--- src/rtl/keypad_pkg.sv ---
// Shared command codes, FSM states, frame classes and the 4x4 key map for the keypad encoder.
package keypad_pkg;

  typedef logic [3:0] cmd_t;

  localparam cmd_t CMD_IDLE = 4'hF;
  localparam cmd_t CMD_ADD  = 4'hA;
  localparam cmd_t CMD_SUB  = 4'hB;
  localparam cmd_t CMD_MUL  = 4'hC;
  localparam cmd_t CMD_EQ   = 4'hD;
  localparam cmd_t CMD_CLR  = 4'hE;

  typedef enum logic [1:0] {IDLE, DEBOUNCE, HELD, RELEASE} state_t;

  typedef enum logic [1:0] {CLS_NONE, CLS_SINGLE, CLS_MULTI} cls_t;

  // '*' clears and '#' doubles as equal, same as the D key.
  function automatic cmd_t key_map(input logic [1:0] r, input logic [1:0] c);
    cmd_t code;
    case ({r, c})
      4'h0:    code = 4'h1;
      4'h1:    code = 4'h2;
      4'h2:    code = 4'h3;
      4'h3:    code = CMD_ADD;
      4'h4:    code = 4'h4;
      4'h5:    code = 4'h5;
      4'h6:    code = 4'h6;
      4'h7:    code = CMD_SUB;
      4'h8:    code = 4'h7;
      4'h9:    code = 4'h8;
      4'hA:    code = 4'h9;
      4'hB:    code = CMD_MUL;
      4'hC:    code = CMD_CLR;
      4'hD:    code = 4'h0;
      4'hE:    code = CMD_EQ;
      4'hF:    code = CMD_EQ;
      default: code = CMD_IDLE;
    endcase
    return code;
  endfunction

endpackage

--- src/rtl/keypad_cmd_encoder_scan.sv ---
// Row scanner: column synchronizer, row driver, slot counter, 16-key snapshot and frame classifier.
module keypad_scan
  import keypad_pkg::*;
#(
  parameter int SCAN_DIV = 50000
) (
  input  logic       clock,
  input  logic       reset,
  input  logic [3:0] col,
  output logic [3:0] row,
  output logic       frame_done,
  output logic [1:0] cls,
  output logic [3:0] key
);

  localparam int SW = $clog2(SCAN_DIV);
  localparam logic [SW-1:0] SLOT_LAST = SW'(SCAN_DIV - 1);

  logic [3:0]    col_s1, col_s2;
  logic [1:0]    row_idx;
  logic [SW-1:0] slot;
  logic [15:0]   snap;
  logic          slot_end;
  logic [4:0]    nbits;

  assign slot_end = (slot == SLOT_LAST);
  assign row      = ~(4'b0001 << row_idx);

  // Sampling at slot end leaves the 2-cycle synchronizer delay well inside the slot.
  always_ff @(posedge clock) begin
    if (reset) begin
      col_s1     <= 4'hF;
      col_s2     <= 4'hF;
      row_idx    <= 2'd0;
      slot       <= '0;
      snap       <= '0;
      frame_done <= 1'b0;
    end else begin
      col_s1     <= col;
      col_s2     <= col_s1;
      frame_done <= slot_end && (row_idx == 2'd3);
      if (slot_end) begin
        slot                        <= '0;
        row_idx                     <= row_idx + 2'd1;
        snap[{row_idx, 2'b00} +: 4] <= ~col_s2;
      end else begin
        slot <= slot + SW'(1);
      end
    end
  end

  // Snapshot bit r*4+c set means key (r,c) was seen pressed this frame.
  always_comb begin
    nbits = '0;
    key   = '0;
    for (int i = 0; i < 16; i++) begin
      if (snap[i]) begin
        nbits = nbits + 5'd1;
        key   = 4'(i);
      end
    end
    if (nbits == 5'd0)      cls = CLS_NONE;
    else if (nbits == 5'd1) cls = CLS_SINGLE;
    else                    cls = CLS_MULTI;
  end

endmodule

--- src/rtl/keypad_cmd_encoder.sv ---
// Keypad press/release debounce FSM and registered one-cycle command output.
// Optional auto-repeat while a key is held is built when KEYPAD_REPEAT_EN is defined.
module keypad_cmd_encoder
  import keypad_pkg::*;
#(
  parameter int SCAN_DIV        = 50000,
  parameter int DEBOUNCE_FRAMES = 4,
  parameter int REPEAT_FRAMES   = 25
) (
  input  logic       clock,
  input  logic       reset,
  input  logic [3:0] col,
  output logic [3:0] row,
  output logic [3:0] cmd,
  output logic       key_held
);

  localparam int DW = $clog2(DEBOUNCE_FRAMES + 1);
  localparam logic [DW-1:0] DF = DW'(DEBOUNCE_FRAMES);

  logic       frame_done;
  logic [1:0] cls_raw;
  logic [3:0] key;
  cls_t       cls;
  logic       same;

  state_t     state, state_n;
  logic [DW-1:0] dcnt, dcnt_n;
  logic [3:0] cand, cand_n;
  cmd_t       cmd_n;

`ifdef KEYPAD_REPEAT_EN
  localparam int RW = $clog2(REPEAT_FRAMES + 1);
  localparam logic [RW-1:0] RF = RW'(REPEAT_FRAMES);
  logic [RW-1:0] rcnt, rcnt_n;
`else
  logic repeat_unused;
  assign repeat_unused = (REPEAT_FRAMES > 0);
`endif

  keypad_scan #(.SCAN_DIV(SCAN_DIV)) u_scan (
    .clock      (clock),
    .reset      (reset),
    .col        (col),
    .row        (row),
    .frame_done (frame_done),
    .cls        (cls_raw),
    .key        (key)
  );

  assign cls      = cls_t'(cls_raw);
  assign same     = (cls == CLS_SINGLE) && (key == cand);
  assign key_held = (state == HELD) || (state == RELEASE);

  always_comb begin
    state_n = state;
    dcnt_n  = dcnt;
    cand_n  = cand;
    cmd_n   = CMD_IDLE;
`ifdef KEYPAD_REPEAT_EN
    rcnt_n  = rcnt;
`endif
    if (frame_done) begin
      case (state)
        IDLE: begin
          if (cls == CLS_SINGLE) begin
            cand_n = key;
            dcnt_n = DW'(1);
            if (DEBOUNCE_FRAMES == 1) begin
              cmd_n   = key_map(key[3:2], key[1:0]);
              state_n = HELD;
`ifdef KEYPAD_REPEAT_EN
              rcnt_n  = '0;
`endif
            end else begin
              state_n = DEBOUNCE;
            end
          end
        end
        DEBOUNCE: begin
          if (same) begin
            dcnt_n = dcnt + DW'(1);
            if (dcnt + DW'(1) == DF) begin
              cmd_n   = key_map(cand[3:2], cand[1:0]);
              state_n = HELD;
`ifdef KEYPAD_REPEAT_EN
              rcnt_n  = '0;
`endif
            end
          end else begin
            dcnt_n  = '0;
            state_n = IDLE;
          end
        end
        HELD: begin
          if (cls == CLS_NONE) begin
            dcnt_n = DW'(1);
            // A one-frame release filter accepts the release on this very frame.
            if (DEBOUNCE_FRAMES == 1) state_n = IDLE;
            else                      state_n = RELEASE;
          end
`ifdef KEYPAD_REPEAT_EN
          if (same) begin
            if (rcnt + RW'(1) == RF) begin
              cmd_n  = key_map(cand[3:2], cand[1:0]);
              rcnt_n = '0;
            end else begin
              rcnt_n = rcnt + RW'(1);
            end
          end else begin
            rcnt_n = '0;
          end
`endif
        end
        RELEASE: begin
          if (cls == CLS_NONE) begin
            dcnt_n = dcnt + DW'(1);
            if (dcnt + DW'(1) == DF) state_n = IDLE;
          end else begin
            state_n = HELD;
`ifdef KEYPAD_REPEAT_EN
            rcnt_n  = '0;
`endif
          end
        end
        default: state_n = IDLE;
      endcase
    end
  end

  always_ff @(posedge clock) begin
    if (reset) begin
      state <= IDLE;
      dcnt  <= '0;
      cand  <= '0;
      cmd   <= CMD_IDLE;
`ifdef KEYPAD_REPEAT_EN
      rcnt  <= '0;
`endif
    end else begin
      state <= state_n;
      dcnt  <= dcnt_n;
      cand  <= cand_n;
      cmd   <= cmd_n;
`ifdef KEYPAD_REPEAT_EN
      rcnt  <= rcnt_n;
`endif
    end
  end

endmodule
--- config.mk ---
export PLATFORM = sky130hd
export DESIGN_NAME = keypad_cmd_encoder
export DESIGN_NICKNAME = d
export VERILOG_FILES = /design/src/rtl/keypad_pkg.sv /design/src/rtl/keypad_cmd_encoder_scan.sv /design/src/rtl/keypad_cmd_encoder.sv
export SDC_FILE = /design/constraint.sdc
export NUM_CORES = 1
export LEC_CHECK = 0
export ABC_AREA = 1
export CORE_MARGIN = 4
export CORE_UTILIZATION = 50
export DETAILED_ROUTE_END_ITERATION = 8
export GPL_ROUTABILITY_DRIVEN = 0
export GPL_TIMING_DRIVEN = 0
export PLACE_DENSITY = 0.66
export SLEW_MARGIN = 5
export SYNTH_ARGS = -nofsm -noshare
export SYNTH_HDL_FRONTEND = slang
export SYNTH_SLANG_ARGS = --single-unit
--- constraint.sdc ---
create_clock -name clock -period 24.3 [get_ports clock]
set_input_delay 2.43 -clock clock [delete_from_list [all_inputs] [get_ports clock]]
set_output_delay 2.43 -clock clock [all_outputs]
set_load 0.01 [all_outputs]
Word-level counts from Yosys, hierarchy flattened:

Memory sizes are Yosys's and may differ from the RTL's. A register that Yosys moved wholly into a read port is not among the register bits.
Index checks and enable logic that the tools add are counted.

* equality and inequality tests: 14
* reductions and logical operators: 11
* mux-type cells: 46
* shift operators: 3
* add/subtract/negate cells: 19
* bitwise operators: 6

Operators by type and width (number)
* two-way mux 5 bit: 15
* adder 5 x 1 -> 5 bit (second input constant): 14
* two-way mux 4 bit: 8
* two-way mux 3 bit: 8
* two-way mux 2 bit: 10
* adder 16 x 1 -> 16 bit (second input constant): 1
* bitwise mux 16 bit: 1
* == test 16 bit (second input constant): 1
* variable shift 4 x 6 -> 16 bit (first input constant): 1
* variable part select 4 x 6 -> 16 bit: 1
* one-hot mux 3 bit (4 select lines): 1
* NOT 4 bit: 2
* one-hot mux 2 bit (4 select lines): 1
* == test 2 bit (second input constant): 3
* inequality test 3 bit (second input constant): 2
* negation 4 -> 6 bit: 1
* == test 5 x 1 -> 1 bit (second input constant): 1
* zero test 5 bit: 1
* AND reduction 5 bit: 1
* OR reduction 5 bit: 1
* == test 2 x 1 -> 1 bit (second input constant): 2
* == test 4 bit: 1
* zero test 2 bit: 2
* inequality test 2 x 1 -> 1 bit (second input constant): 2
* other kinds (13): 18

* register bits: 52
* input bits: 6
* ROM bits: 64
* output and inout port bits: 9
* logic and storage cells: 109
* memories kept: 1

Memories
* (name not given): depth 16, bits a word 4, read ports 1, clocked after memory_dff 1, wr ports 0, RTL line keypad_pkg.sv:20 `case ({r, c})`

Longest topological paths before layout:

* word-level depth: 38
* depth in mapped cells: 58
* mapped depth without buffers: 58

Modules after synthesis:

From an unflattened synthesis, not the netlist that was laid out.

* cell total of the unflattened synthesis: 689
* area total of the unflattened synthesis: 4438.0 µm²

By module, submodules not included
* keypad_scan: area an instance 3648.5 µm², seq. area each 860.8 µm², instances 1, cells an instance 572
* keypad_cmd_encoder: area an instance 789.5 µm², seq. area each 260.2 µm², instances 1, cells an instance 117

Worst setup path after synthesis:

Ideal clock, no wire load.

* path type: reg-to-reg
* start point: reg u_scan.snap[0]
* end point: reg state[0]
* required time: 24187 ps
* clock period less this slack: 7685 ps
* arrival: 7572 ps
* stages on the path, launching flop included: 56
* slack: 16615 ps
* path buffers: 0
* setup time: 113 ps
* cells stage by stage: dfxtp_1 inv_1 ha_1 inv_1 nand2_2 nand2_1 inv_1 ha_1 nand2_1 nand2_1 ha_1 or2_1 nand2_1 inv_1 ha_1 nand2_1 nand2_2 ha_1 [20 not listed] ha_1 nand2_1 nand2_2 ha_1 or2_2 o21ai_2 inv_1 ha_1 o21ai_0 nand3_1 nor2_8 nand2_2 nand2_2 nand2_1 nor2_2 nand3_1 nand2_1 nor2_1

* cells in the longest elaborated chain, start to end: 38
* elaborated cells between the ends (all ways): 46
* classes of those cells: add/sub: 15; eq/ne: 6; mux: 21; reduce/logical: 4

Ends and longest elaborated chain
* start, declared: RTL line keypad_cmd_encoder_scan.sv:22 `logic [15:0] snap;`
* start signal, assigned by index: RTL line keypad_cmd_encoder_scan.sv:45 `snap[{row_idx, 2'b00} +: 4] <= ~col_s2;`
* two-way mux 1 bit (*): RTL line keypad_cmd_encoder_scan.sv:57 `if (snap[i]) begin`
* adder 1 x 1 -> 2 bit: RTL line keypad_cmd_encoder_scan.sv:58 `nbits = nbits + 5'd1;`
* two-way mux 5 bit (*): RTL line keypad_cmd_encoder_scan.sv:57
* adder 5 x 1 -> 5 bit: RTL line keypad_cmd_encoder_scan.sv:58
* two-way mux 5 bit (*): RTL line keypad_cmd_encoder_scan.sv:57
* adder 5 x 1 -> 5 bit: RTL line keypad_cmd_encoder_scan.sv:58
* two-way mux 5 bit (*): RTL line keypad_cmd_encoder_scan.sv:57
* adder 5 x 1 -> 5 bit: RTL line keypad_cmd_encoder_scan.sv:58
* [22 not listed]
* two-way mux 5 bit (*): RTL line keypad_cmd_encoder_scan.sv:57
* == test 5 x 1 -> 1 bit: RTL line keypad_cmd_encoder_scan.sv:63 `else if (nbits == 5'd1) cls = CLS_SINGLE;`
* two-way mux 2 bit: RTL line keypad_cmd_encoder_scan.sv:63
* two-way mux 2 bit (*): RTL line keypad_cmd_encoder_scan.sv:62 `if (nbits == 5'd0) cls = CLS_NONE;`
* == test 2 x 1 -> 1 bit: RTL line keypad_cmd_encoder.sv:52, keypad_cmd_encoder.sv:66
* logical AND 1 bit: RTL line keypad_cmd_encoder.sv:52 `assign same = (cls == CLS_SINGLE) && (key == cand);`
* inequality test 3 bit (no source line) or two-way mux 2 bit (tied branches)
* AND reduction 5 bit (no source line) or one-hot mux 2 bit (4 select lines) (tied branches)
* end signal, assigned: RTL line keypad_cmd_encoder.sv:141 `state <= state_n;`
* end, declared: RTL line keypad_cmd_encoder.sv:27 `state_t state, state_n;`

Mark *: on every way between the ends. The rest lies on a longest branch, timed or not.
A chain may end at the register's enable or synchronous reset.

Final worst setup path:

* start point: reg u_scan.snap[0]
* end point: reg cmd[2]

* cells in the longest elaborated chain, start to end: 38
* elaborated cells between the ends (all ways): 39
* classes of those cells: add/sub: 15; eq/ne: 2; mux: 18; bitwise: 1; reduce/logical: 3

Ends and longest elaborated chain
* two-way mux 1 bit (*): RTL line keypad_cmd_encoder_scan.sv:57
* adder 1 x 1 -> 2 bit: RTL line keypad_cmd_encoder_scan.sv:58
* two-way mux 5 bit (*): RTL line keypad_cmd_encoder_scan.sv:57
* adder 5 x 1 -> 5 bit: RTL line keypad_cmd_encoder_scan.sv:58
* two-way mux 5 bit (*): RTL line keypad_cmd_encoder_scan.sv:57
* adder 5 x 1 -> 5 bit: RTL line keypad_cmd_encoder_scan.sv:58
* two-way mux 5 bit (*): RTL line keypad_cmd_encoder_scan.sv:57
* adder 5 x 1 -> 5 bit: RTL line keypad_cmd_encoder_scan.sv:58
* [22 not listed]
* two-way mux 5 bit (*): RTL line keypad_cmd_encoder_scan.sv:57
* == test 5 x 1 -> 1 bit: RTL line keypad_cmd_encoder_scan.sv:63
* two-way mux 2 bit: RTL line keypad_cmd_encoder_scan.sv:63
* two-way mux 2 bit (*): RTL line keypad_cmd_encoder_scan.sv:62
* == test 2 x 1 -> 1 bit (*): RTL line keypad_cmd_encoder.sv:52
* logical AND 1 bit (*): RTL line keypad_cmd_encoder.sv:52
* NOT 1 bit (no source line) (*)
* OR reduction 5 bit (no source line) (*)
* end signal, assigned: RTL line keypad_cmd_encoder.sv:144 `cmd <= cmd_n;`
* end, declared: RTL line keypad_cmd_encoder.sv:14 `output logic [3:0] cmd,`

Marks and branches as above.

==> impl_summary.md <==
Run status
The flow ran to the end, and the final reports show no timing, DRC or antenna violations.

Clock network
The total clock sinks is 56. Post-CTS timing repair inserted 0 buffers for setup. The tree is rooted in a sky130_fd_sc_hd__clkbuf_8. TritonCTS built the clock tree. After clock tree synthesis, the clock-pin slew on the worst setup and hold paths is 0.11 ns. The clock tree synthesis step divided the H-tree into 2 levels. The number of gates given a new drive strength after cts is 0. The latest clock arrival within the worst-skew pair is 0.31 ns. The buffer levels on the longest clock path is 2. The hold-fix buffer count after cts is 0. TritonCTS created 5 clock buffers.

GRT
The global-route total usage across every layer is 18.1%. Entering global routing, the biggest net connects 20 pins. After global routing the overflow that remains totals 0. The via count of the first global-routing pass was a little under 4,000. The number of antenna violations at the first check in global routing is 0. The first global-routing pass estimated between 15 and 20 mm of wire.

Worst hold path
The tightest min-delay check is of the reg2reg type. The worst hold path begins at u_scan.col_s1[0]$_SDFF_PP1_.

Critical path
Measured in cells, the most critical reg-to-reg path has a length of 51. At the worst endpoint, the arrival time is 8.52 ns. The cell repeated most along the worst path is sky130_fd_sc_hd__ha_1.

The launch point of the worst path is u_scan.snap[0]$_SDFFE_PP0P_. The count of cell instances traversed by the critical path is between 50 and 60. In this design, the stage delay of the slowest critical-path cell is roughly 0.35 ns. The startpoint-to-endpoint class of the critical path is reg2reg. The startpoint type of the worst setup path is a flop. The endpoint of the worst setup timing path is cmd[2]$_SDFF_PP1_. The worst setup path is captured at a flop. The setup check on the worst reg-to-reg path leaves a slack of 15.97 ns. The endpoint identified for the worst register-to-register timing path is cmd[2]$_SDFF_PP1_. Of all nets on the critical path, the largest fanout is 4. Data on the critical path is required at its endpoint by 24.49 ns. The number of buffers and inverters on the critical path is 5. The largest delay contributor family on the critical path is adder cells. The startpoint of the worst register-to-register path is u_scan.snap[0]$_SDFFE_PP0P_. Among all stages on the critical path, the largest delay is contributed by sky130_fd_sc_hd__dfxtp_1.

STA
After layout, the minimum clock period comes to ~8.3 ns. The count of final hold-check violations is 0. The worst clock skew on the final layout is 0.0116 ns. Setup violations remaining at the end of the flow were counted as 0. The number of max-slew violations in the final report is 0. The post-route fraction of the period consumed by the critical path is about a third. The worst relative slew slack is a little under three quarters.

Based on the critical path, the design can be clocked at up to around 0.12 GHz. The worst hold slack is between 0.4 and 0.5 ns. For the final routed database, the setup TNS stands at 0 ns.

The worst-margin pin slew is 0.430 ns. Setup repair after global routing left no endpoint under its margin.

Drt
Detailed routing inserted a total of 4,075 vias. The post-detailed-route wirelength per cell is between 10 and 15 µm. The first-iteration detailed-routing DRC count is 110. The number of nets with antenna violations after detailed routing is 0. For this block, the routed nets add up to 8.47 mm of wire. The number of vias per cell after detailed routing is 4.96. The DRC violation count after routing is 0. Before antenna repair, the detailed router went through 4 iterations.

Synth
Counting flops with a built-in enable in the synthesized netlist gives 0. The post-synthesis cell count is 693. The number of distinct library cells after synthesis is 41. The async set or reset register ratio after synthesis is 0%. The count of state elements after synthesis is 56. Sequential cells were found to cover around a quarter of the synthesized design area. The average instance in the mapped netlist occupies around 6.4 µm². For this run, the leading register cell type out of synthesis is sky130_fd_sc_hd__dfxtp_1.

The post-synthesis cell area is roughly 4400 µm². The total number of yosys warnings is 0. The synthesized netlist net count is 726.

Placed design
The placed wire-length estimate is 7.02 mm. The count of buffers inserted at the top-level ports is 13.

Die
The initial core utilization is 50.9%. From left edge to right edge, the die measures a little over 100 µm. The die covers approximately 10,000 µm².

The core outline area is between 8000 and 9000 µm². After floorplanning, the core was divided into 34 placement rows. Measured along the y axis, the die boundary spans 102 µm. Pin placement for this block handled 15 I/O pins.

Job
The number of maximum-capacitance violations is 0.

Cells and area
In the final layout, the share of cells above drive strength 1 is 13.3%. 0 antenna diodes ended up in the layout. For this run, the post-layout net count is 746.

The post-synthesis to final-layout area growth is 8.16%.

Power
Summed over all cells, the static leakage comes to 2.50 nW. VDD sags by at most 0.0411 mV. The power per cell area is between 30 and 40 nW/µm².
[stage by stage]
stage / power [mW] / area (µm²) / setup slack (ns) / std cells / utilization (%)
floorplan: 0.0977 / 4420 / 16.62 / 693 / -
global placement: 0.0991 / 4680 / 16.16 / 814 / 54.0
detailed placement: 0.0992 / 4680 / 15.95 / 814 / 54.0
CTS: 0.153 / 4780 / 15.89 / 822 / 55.0
global route: 0.157 / 4780 / 15.24 / 822 / 55.0
finish: 0.150 / 4780 / 15.97 / 822 / 55.0
[power breakdown]
group | switching (mW) | internal (mW)
Combinational | 0.00221 | 0.00161
Clock | 0.0324 | 0.0210
Sequential | 0.000441 | 0.0927
Total | 0.0350 | 0.115
[worst min path at each step]
stage	endpoint	slack, ns	depth (start not counted)
after detailed placement	u_scan.col_s2[2]$_SDFF_PP1_	0.39	1
after CTS	u_scan.col_s2[3]$_SDFF_PP1_	0.42	1
final	u_scan.col_s2[0]$_SDFF_PP1_	0.42	1
after floorplan	u_scan.col_s2[0]$_SDFF_PP1_	0.39	1
after global routing	u_scan.col_s2[3]$_SDFF_PP1_	0.44	1
after global placement	u_scan.col_s2[3]$_SDFF_PP1_	0.39	1
[cell usage after synthesis, types with 4 or more instances]
cell type,number,area (µm²)
sky130_fd_sc_hd__inv_1,113,424
sky130_fd_sc_hd__or2_2,13,81.3
sky130_fd_sc_hd__buf_2,4,20.0
sky130_fd_sc_hd__ha_1,27,338
sky130_fd_sc_hd__a31oi_1,5,31.3
sky130_fd_sc_hd__dfxtp_1,56,1120
sky130_fd_sc_hd__nand3_1,53,265
sky130_fd_sc_hd__a211oi_1,15,113
sky130_fd_sc_hd__nand2_2,39,244
sky130_fd_sc_hd__xor2_1,7,61.3
sky130_fd_sc_hd__nand3_2,13,130
sky130_fd_sc_hd__nor3_1,13,65.1
sky130_fd_sc_hd__nor4_1,5,31.3
sky130_fd_sc_hd__nand3b_1,5,37.5
sky130_fd_sc_hd__clkbuf_1,5,18.8
sky130_fd_sc_hd__nor2_2,4,25.0
sky130_fd_sc_hd__inv_2,5,18.8
sky130_fd_sc_hd__nand4_1,5,31.3
sky130_fd_sc_hd__nand2_1,171,642
sky130_fd_sc_hd__nor2_1,57,214
sky130_fd_sc_hd__o21ai_0,18,90.1
sky130_fd_sc_hd__o211ai_1,4,30.0
sky130_fd_sc_hd__a21oi_1,32,160
[metal layers]
layer  global-route usage (%)  vias up  part of all wire (%)
li1                         -     2254                     -
met1                     23.4     1797                    51
met2                     31.8       20                    47
met3                     2.59        4                   1.4
met4                     4.64        0                  0.63
met5                        0        -                     0
[registers in the layout, indices dropped and copies added (netlist names)]
register,cells
u_scan.slot,16
u_scan.row_idx,2
state,2
u_scan.col_s1,4
u_scan.snap,16
u_scan.col_s2,4
cand,4
cmd,4
dcnt,3
u_scan.frame_done,1
[final cells by class]
cell class | count | area, µm²
buffer | 9 | 38.8
clock buffer | 5 | 68.8
clock inverter | 3 | 26.3
fill | 900 | 3900
inverter | 119 | 447
multi-input combinational | 509 | 2810
sequential | 56 | 1120
tap | 108 | 135
timing repair buffer | 13 | 130
[layout by cell type (no fill, tap or decap), types with 7 or more instances in the layout]
cell type	synthesis	routed
sky130_fd_sc_hd__nand2_1	171	171
sky130_fd_sc_hd__inv_1	113	113
sky130_fd_sc_hd__nor2_1	57	57
sky130_fd_sc_hd__dfxtp_1	56	56
sky130_fd_sc_hd__nand3_1	53	53
sky130_fd_sc_hd__nand2_2	39	39
sky130_fd_sc_hd__a21oi_1	32	32
sky130_fd_sc_hd__ha_1	27	27
sky130_fd_sc_hd__o21ai_0	18	18
sky130_fd_sc_hd__a211oi_1	15	15
sky130_fd_sc_hd__nand3_2	13	13
sky130_fd_sc_hd__or2_2	13	13
sky130_fd_sc_hd__nor3_1	13	13
sky130_fd_sc_hd__clkdlybuf4s50_1	0	13
sky130_fd_sc_hd__xor2_1	7	7
[logic make-up (layout without fill, tap and decap cells)]
kind of cell | after synthesis | after routing | synth area share [%]
adder cells (fa/ha/maj) | 27 | 27 | 7.65
buffers and inverters | 128 | 149 | 11.0
XOR/XNOR | 10 | 10 | 1.98
AO/OA/AOI/OAI | 84 | 84 | 11.4
flip-flops | 56 | 56 | 25.4
AND/OR/NAND/NOR | 388 | 388 | 42.6
Power figures use the tool's default switching activity.
